==> config.mk <==
export PLATFORM = sky130hd
export DESIGN_NAME = crc_frame_arbiter
export DESIGN_NICKNAME = d
export VERILOG_FILES = /design/src/rtl/crc_frame_pkg.sv /design/src/rtl/crc_frame_arbiter_rr_arbiter.sv /design/src/rtl/crc_frame_arbiter.sv
export SDC_FILE = /design/constraint.sdc
export NUM_CORES = 1
export LEC_CHECK = 0
export BUFFER_PORTS_ARGS = -buffer_cell sky130_fd_sc_hd__buf_2
export CORE_MARGIN = 5
export CORE_UTILIZATION = 34
export DETAILED_ROUTE_END_ITERATION = 12
export SETUP_SLACK_MARGIN = 0.2
export SLEW_MARGIN = 0
export SYNTH_ARGS = -nofsm -noshare
export SYNTH_HDL_FRONTEND = slang
export SYNTH_SLANG_ARGS = --single-unit
==> constraint.sdc <==
create_clock -name clk -period 3.4 [get_ports clk]
set_input_delay 0.51 -clock clk [delete_from_list [all_inputs] [get_ports clk]]
set_output_delay 0.51 -clock clk [all_outputs]
set_load 0.01 [all_outputs]
==> src/rtl/crc_frame_pkg.sv <==
// Shared types and the CRC-16 bytewise update for the frame arbiter.
package crc_frame_pkg;

    typedef enum logic [1:0] {
        IDLE    = 2'd0,
        PAYLOAD = 2'd1,
        CRC_HI  = 2'd2,
        CRC_LO  = 2'd3
    } state_t;

    localparam logic [15:0] POLY_SEL0 = 16'h0003;  // x^16+x+1
    localparam logic [15:0] POLY_SEL1 = 16'h1021;  // x^16+x^12+x^5+1
    localparam logic [15:0] POLY_SELX = 16'h8005;  // x^16+x^15+x^2+1

    // One byte of MSB-first CRC-16, no reflection, no final XOR.
    function automatic logic [15:0] crc16_step(input int crc_sel,
                                               input logic [7:0] data,
                                               input logic [15:0] crc);
        logic [15:0] poly;
        logic [15:0] c;
        case (crc_sel)
            0:       poly = POLY_SEL0;
            1:       poly = POLY_SEL1;
            default: poly = POLY_SELX;
        endcase
        c = crc;
        for (int i = 7; i >= 0; i--) begin
            if (c[15] ^ data[i]) c = {c[14:0], 1'b0} ^ poly;
            else                 c = {c[14:0], 1'b0};
        end
        return c;
    endfunction

endpackage

==> src/rtl/crc_frame_arbiter_rr_arbiter.sv <==
// Round-robin picker: first asserted request after ptr, wrapping.
module rr_arbiter #(
    parameter int unsigned N = 4
) (
    input  logic [N-1:0]         req,
    input  logic [$clog2(N)-1:0] ptr,
    input  logic                 en,
    output logic [N-1:0]         gnt,
    output logic [$clog2(N)-1:0] idx
);
    localparam int unsigned IW = $clog2(N);

    logic          found;
    logic [IW-1:0] cand;

    always_comb begin
        gnt   = '0;
        idx   = '0;
        found = 1'b0;
        cand  = '0;
        for (int unsigned k = 1; k <= N; k++) begin
            cand = IW'((32'(ptr) + k) % N);
            if (en && !found && req[cand]) begin
                found     = 1'b1;
                gnt[cand] = 1'b1;
                idx       = cand;
            end
        end
    end

endmodule

==> src/rtl/crc_frame_arbiter.sv <==
// Per-frame round-robin sharing of one CRC-16 datapath; appends CRC (MSB first) to each frame.
module crc_frame_arbiter
    import crc_frame_pkg::*;
#(
    parameter int unsigned N_REQ   = 4,
    parameter int          CRC_SEL = 1
) (
    input  logic                     clk,
    input  logic                     rst,
    input  logic [N_REQ-1:0]         s_valid,
    input  logic [N_REQ*8-1:0]       s_data,
    input  logic [N_REQ-1:0]         s_last,
    output logic [N_REQ-1:0]         s_ready,
    output logic                     m_valid,
    output logic [7:0]               m_data,
    output logic                     m_last,
    input  logic                     m_ready,
    output logic [$clog2(N_REQ)-1:0] grant,
    output logic                     busy,
    output logic [15:0]              frame_cnt
);
    localparam int unsigned IW = $clog2(N_REQ);

    state_t        state, state_nxt;
    logic [15:0]   crc;
    logic [IW-1:0] rr_ptr;
    logic [IW-1:0] arb_idx;
    logic [N_REQ-1:0] arb_gnt;
    logic          arb_valid;
    logic [7:0]    s_byte [N_REQ];
    logic          cur_valid, cur_last, pay_hs;
    logic [7:0]    cur_data;

    for (genvar i = 0; i < N_REQ; i++) begin : g_unpack
        assign s_byte[i] = s_data[8*i +: 8];
    end

    assign cur_valid = s_valid[grant];
    assign cur_last  = s_last[grant];
    assign cur_data  = s_byte[grant];
    assign pay_hs    = (state == PAYLOAD) && cur_valid && m_ready;
    assign arb_valid = |arb_gnt;

    rr_arbiter #(.N(N_REQ)) u_arb (
        .req (s_valid),
        .ptr (rr_ptr),
        .en  (state == IDLE),
        .gnt (arb_gnt),
        .idx (arb_idx)
    );

    always_ff @(posedge clk) begin
        if (rst) state <= IDLE;
        else     state <= state_nxt;
    end

    always_comb begin
        state_nxt = state;
        case (state)
            IDLE:    if (arb_valid)           state_nxt = PAYLOAD;
            PAYLOAD: if (pay_hs && cur_last)  state_nxt = CRC_HI;
            CRC_HI:  if (m_ready)             state_nxt = CRC_LO;
            CRC_LO:  if (m_ready)             state_nxt = IDLE;
            default:                          state_nxt = IDLE;
        endcase
    end

    // Payload is a combinational pass-through; CRC bytes come from the held register.
    always_comb begin
        m_valid = 1'b0;
        m_data  = 8'h00;
        m_last  = 1'b0;
        s_ready = '0;
        case (state)
            PAYLOAD: begin
                m_valid        = cur_valid;
                m_data         = cur_data;
                s_ready[grant] = m_ready;
            end
            CRC_HI: begin
                m_valid = 1'b1;
                m_data  = crc[15:8];
            end
            CRC_LO: begin
                m_valid = 1'b1;
                m_data  = crc[7:0];
                m_last  = 1'b1;
            end
            default: ;
        endcase
    end

    always_ff @(posedge clk) begin
        if (rst) begin
            crc       <= 16'h0000;
            grant     <= '0;
            busy      <= 1'b0;
            frame_cnt <= 16'h0000;
            rr_ptr    <= IW'(N_REQ - 1);
        end else begin
            if (state == IDLE && arb_valid) begin
                grant <= arb_idx;
                crc   <= 16'h0000;
                busy  <= 1'b1;
            end
            if (pay_hs) crc <= crc16_step(CRC_SEL, cur_data, crc);
            if (state == CRC_LO && m_ready) begin
                rr_ptr    <= grant;
                frame_cnt <= frame_cnt + 16'd1;
                busy      <= 1'b0;
            end
        end
    end

endmodule

Word-level counts from Yosys, hierarchy flattened
Index checks and enable logic that the tools add are counted.
- flip-flop bits (word level): 39
- output and inout port bits: 33
- word-level logic and storage cells: 147
- input port bits: 43
- equality and inequality tests: 7
- add/sub/neg operators: 5
- $lt $le $gt $ge: 11
- reductions and logical operators: 26
- bitwise operators: 21
- muxes and demuxes: 71
- operator list (operator ; count):
    16-bit two-way mux ; 26
    16-bit bitwise XOR ; 8
    8-bit one-hot mux with 3 select lines ; 1
    4-bit two-way mux ; 5
    1-bit logical AND ; 17
    16-bit by 1-bit adder with 16-bit output, second input constant ; 1
    8-bit binary-select mux with 2-bit select ; 1
    2-bit two-way mux ; 8
    8-bit two-way mux ; 2
    2-bit by 3-bit less-than comparator with 1-bit output, second input constant ; 5
    1-bit two-way mux ; 15
    1-bit binary-select mux with 2-bit select ; 6
    4-bit OR ; 3
    1-bit demux with 2-bit select ; 5
    2-bit by 1-bit greater-or-equal comparator with 1-bit output, second input constant ; 5
    2-bit one-hot mux with 4 select lines ; 1
    1-bit bitwise XOR ; 8
    2-bit != test, second input constant ; 3
    2-bit by 1-bit adder with 2-bit output, second input constant ; 2
    2-bit adder, second input constant ; 2
    4-bit AND ; 1
    2-bit == test, second input constant ; 2
    4-bit AND reduction ; 1
    2-bit OR reduction ; 2
    9 further kinds ; 11

Depth between registers and ports, before layout
- depth after elaboration: 37
- depth in mapped cells: 11
- mapped depth without buffers: 7

Hierarchy
From an unflattened synthesis, not the netlist that was laid out.
- cell total of the unflattened synthesis: 294
- area, all modules: 2807.7 um2
- by module, submodules not included (module ; times used ; area an instance (um2) ; sequential area each (um2) ; cells each):
    crc_frame_arbiter ; 1 ; 2321.0 ; 780.7 ; 240
    rr_arbiter ; 1 ; 486.7 ; 0.0 ; 54

Worst setup path after synthesis
OpenSTA, ideal clock, no wires.
- path type: flip-flop to flip-flop
- start: register rr_ptr[0]
- end: register crc[10]
- path buffers: 4
- data required time: 3342 ps
- setup time: 58 ps
- period minus slack after synthesis: 2914 ps
- stages on the path, launching flop included: 12
- path slack: 486 ps
- data arrival time: 2855 ps
- path through: dfxtp_1 > buf_6 > clkbuf_1 > inv_1 > ha_1 > clkbuf_1 > mux4_2 > o41ai_2 > o21ai_2 > a211oi_4 > buf_6 > a22o_2
- longest elaborated chain between the ends: 20
- elaborated cells between the ends (all ways): 55
- classes of those cells: 4 x add/sub; 8 x order compare; 23 x mux; 3 x bitwise; 17 x reduce/logical
- RTL lines (element ; RTL line ; text):
    start: declaration ; crc_frame_arbiter.sv:26 ; logic [IW-1:0] rr_ptr;
    start signal: assignment ; crc_frame_arbiter.sv:99 ; rr_ptr <= IW'(N_REQ - 1);
    start signal: assignment ; crc_frame_arbiter.sv:108 ; rr_ptr <= grant;
    parallel branches: the longest is 16 deep, another holds 2-bit by 3-bit less-than comparator with 1-bit output ; -- ;
    4-bit two-way mux * ; crc_frame_arbiter_rr_arbiter.sv:23 ; if (en && !found && req[cand]) begin
    4-bit OR reduction * ; crc_frame_arbiter.sv:42 ; assign arb_valid = |arb_gnt;
    1-bit logical AND * ; crc_frame_arbiter.sv:101 ; if (state == IDLE && arb_valid) begin
    2-bit nonzero test (no source line) * ; -- ;
    end signal: assignment ; crc_frame_arbiter.sv:106 ; if (pay_hs) crc <= crc16_step(CRC_SEL, cur_data, crc);
    end: declaration ; crc_frame_arbiter.sv:25 ; logic [15:0] crc;
Every way passes the cells marked *. The select of a mux whose other input is x is not followed.
A chain may end at the register's enable or synchronous reset.

Final worst setup path
- start: register rr_ptr[1]
- end: register crc[13]
Same word-level chain as after synthesis.

==> flow_metrics.tcl <==
set metrics [dict create \
    final_util 0.414 \
    vias_per_cell 5.21 \
    cp_slowest_cell "a211oi_4" \
    cts_hold_buf 0 \
    syn_to_final_growth_pct 18.5 \
    drt_pass1_iterations 6 \
    worst_setup_path_end_kind "register" \
    place_area_um2 3120 \
    avgSynthCellArea_um2 9.62 \
    gp_congestion 0.820 \
    stdcell_count 448 \
    setup_slack_ps 553 \
    cts_made_buffers 5 \
    max_slew.worst_pin.slew_ps 1290 \
    drive_gt1_frac 0.335 \
    crit_chain "inv_1, ha_1, mux4_2, o41ai_2, o21ai_2, a211oi_4, a22o_2" \
    core-area_um2 7770 \
    hold_violations 0 \
    startpoint_type "register" \
    grt_usage 0.146 \
    cp_num_buf_inv 1 \
    synth_nets 338 \
    wl_per_cell_um 15.8 \
    vias 2336 \
    die_x_um 99.3 \
    antenna_cells 0 \
    hold_start "crc[4]" \
    cts_root_buffer "clkbuf_8" \
    max_freq_ghz 0.351 \
    finalMaxSlewViolations 0 \
    cpLargestDelayFamily "compound AO/OA/AOI/OAI gates" \
    numPlacedInstances 440 \
    ys_seq_elements 39 \
    rr_startpoint "rr_ptr[1]" \
    die-area_um2 9870 \
    hold_path_class "register to register" \
    drv_cap 0 \
    antenna_found_initial 0 \
    crit_type "register to register" \
    postRouteWirelength_um 7070 \
    fin_crit_ps 2850 \
    post-place-ws_ps 593 \
    rsz0062_at_grt "false" \
    portBuffers 75 \
    reg2reg_setup_slack_ps 550 \
    hold_end "crc[4]" \
    reg2reg_depth 7 \
    syn_area_um2 2710 \
    fin_crit_sh 0.837 \
    hpwlAfterDp_um 5190 \
    pin_count 76 \
    cts.repair.resized 0 \
    initial_core_util 0.349 \
    ys.flop_type "dfxtp_1" \
    final_common_cell "buf_2" \
    drt_iter0_markers 124 \
    grt_pass1_vias 2338 \
    setup_tns_ps 0 \
    finClkSkew_ps 3.10 \
    yosys-top-cells-area "dfxtp_1, mux4_2, ha_1, xor2_1, nor2_1" \
    mostFrequentLayoutCells "buf_2, dfxtp_1, nor2_1, xor2_1, nand2_1" \
    cts_htree_levels 2 \
    crit_fanout 16 \
    nets 401 \
    ys_types 44 \
    slowest_delay_ps 650 \
    placementRows 32 \
    finalSetupViolCount 0 \
    relSlewSlack 0.133 \
    cts.sinks 39 \
    ant_nets 0 \
    cts_tree "built" \
    cp.arrival_ps 3080 \
    grt_pass1_wl_um 11800 \
    min_path_cells 1 \
    clock_latency_ps 290 \
    syn_inst 282 \
    yosysSeqAreaShare 0.288 \
    synth_top_area_frac 0.288 \
    grt.overflow.total 0 \
    yosysTopAreaCell "dfxtp_1" \
    die_h_um 99.3 \
    p_leak_nw 1.37 \
    postLayoutCellArea_um2 3220 \
    ys_warn_count 0 \
    max-clock-path-buffers 2 \
    async_flop_share 0 \
    reg2reg_to "crc[13]" \
    grt_max_degree 29 \
    status "finished clean" \
    clk_pin_slew_ps 90 \
    required_ps 3640 \
    postCtsSetupBuffers 0 \
    powerDensity_nw_per_um2 503 \
    synth_edf_count 0 \
    ir_drop_v 0.000175 \
    drc 0 \
]
## logic make-up (layout without fill, tap and decap cells)
family                   after synthesis  after routing  share of synthesized area
AO/OA/AOI/OAI                         50             50                      0.154
XOR/XNOR                              38             38                      0.139
adder cells (fa/ha/maj)               13             13                     0.0599
buffers and inverters                 30             94                     0.0539
flip-flops                            39             39                      0.288
multiplexers                          23             23                      0.150
AND/OR/NAND/NOR                       89             89                      0.155
## worst max-delay path by stage
stage	cells after the start	slack, ps	to	start
6_report	7	550	crc[13]	rr_ptr[1]
5_1_grt	7	340	crc[13]	rr_ptr[1]
4_1_cts	7	560	crc[13]	rr_ptr[1]
3_5_place_dp	7	590	crc[13]	rr_ptr[1]
3_3_place_gp	7	640	crc[8]	rr_ptr[1]
2_1_floorplan	11	490	crc[10]	rr_ptr[0]
## Yosys cell counts, types with 6 or more instances
master	n
a21oi_1	7
a222oi_1	8
a22o_1	6
clkbuf_1	15
dfxtp_1	39
ha_1	13
inv_1	8
mux4_2	11
nand2_1	17
nor2_1	37
o21ai_0	7
o2bb2ai_1	6
xnor2_1	14
xnor2_2	6
xor2_1	18
## where the power goes
group,switching (mW),internal (mW)
clock network,0.182,0.147
logic,0.415,0.332
registers,0.0459,0.496
total,0.643,0.975
## flip-flops by register name, indices dropped and copies added (netlist names)
signal,count
busy,1
grant,2
rr_ptr,2
crc,16
frame_cnt,16
state,2
## worst reg2reg max path: stages (launching register included)
cell and delay, ps:
dfxtp_1 460, inv_1 190, ha_1 550, mux4_2 430, o41ai_2 90, o21ai_2 160
a211oi_4 650, a22o_2 260
## stage by stage
stage | hold WS (ps) | power [mW]
final | 501 | 1.62
after global routing | 519 | 1.74
after CTS | 502 | 1.64
after detailed placement | 487 | 1.30
after global placement | 477 | 1.29
after floorplan | 470 | 1.13
## area by class of cell
cell class | count | area (um2)
tap | 102 | 128
clock inverter | 3 | 23.8
multi-input combinational | 213 | 1790
fill | 793 | 4550
sequential | 39 | 781
clock buffer | 5 | 68.8
timing repair buffer | 78 | 398
inverter | 8 | 30.0
## layer usage
metal | vias up | part of all wire | track usage
li1 | 1148 | - | -
met3 | 8 | 0.069 | 0.0316
met5 | - | 0 | 0
met2 | 75 | 0.46 | 0.242
met1 | 1105 | 0.46 | 0.194
met4 | 0 | 0.012 | 0.0357
(Power assumes the default switching activity.)
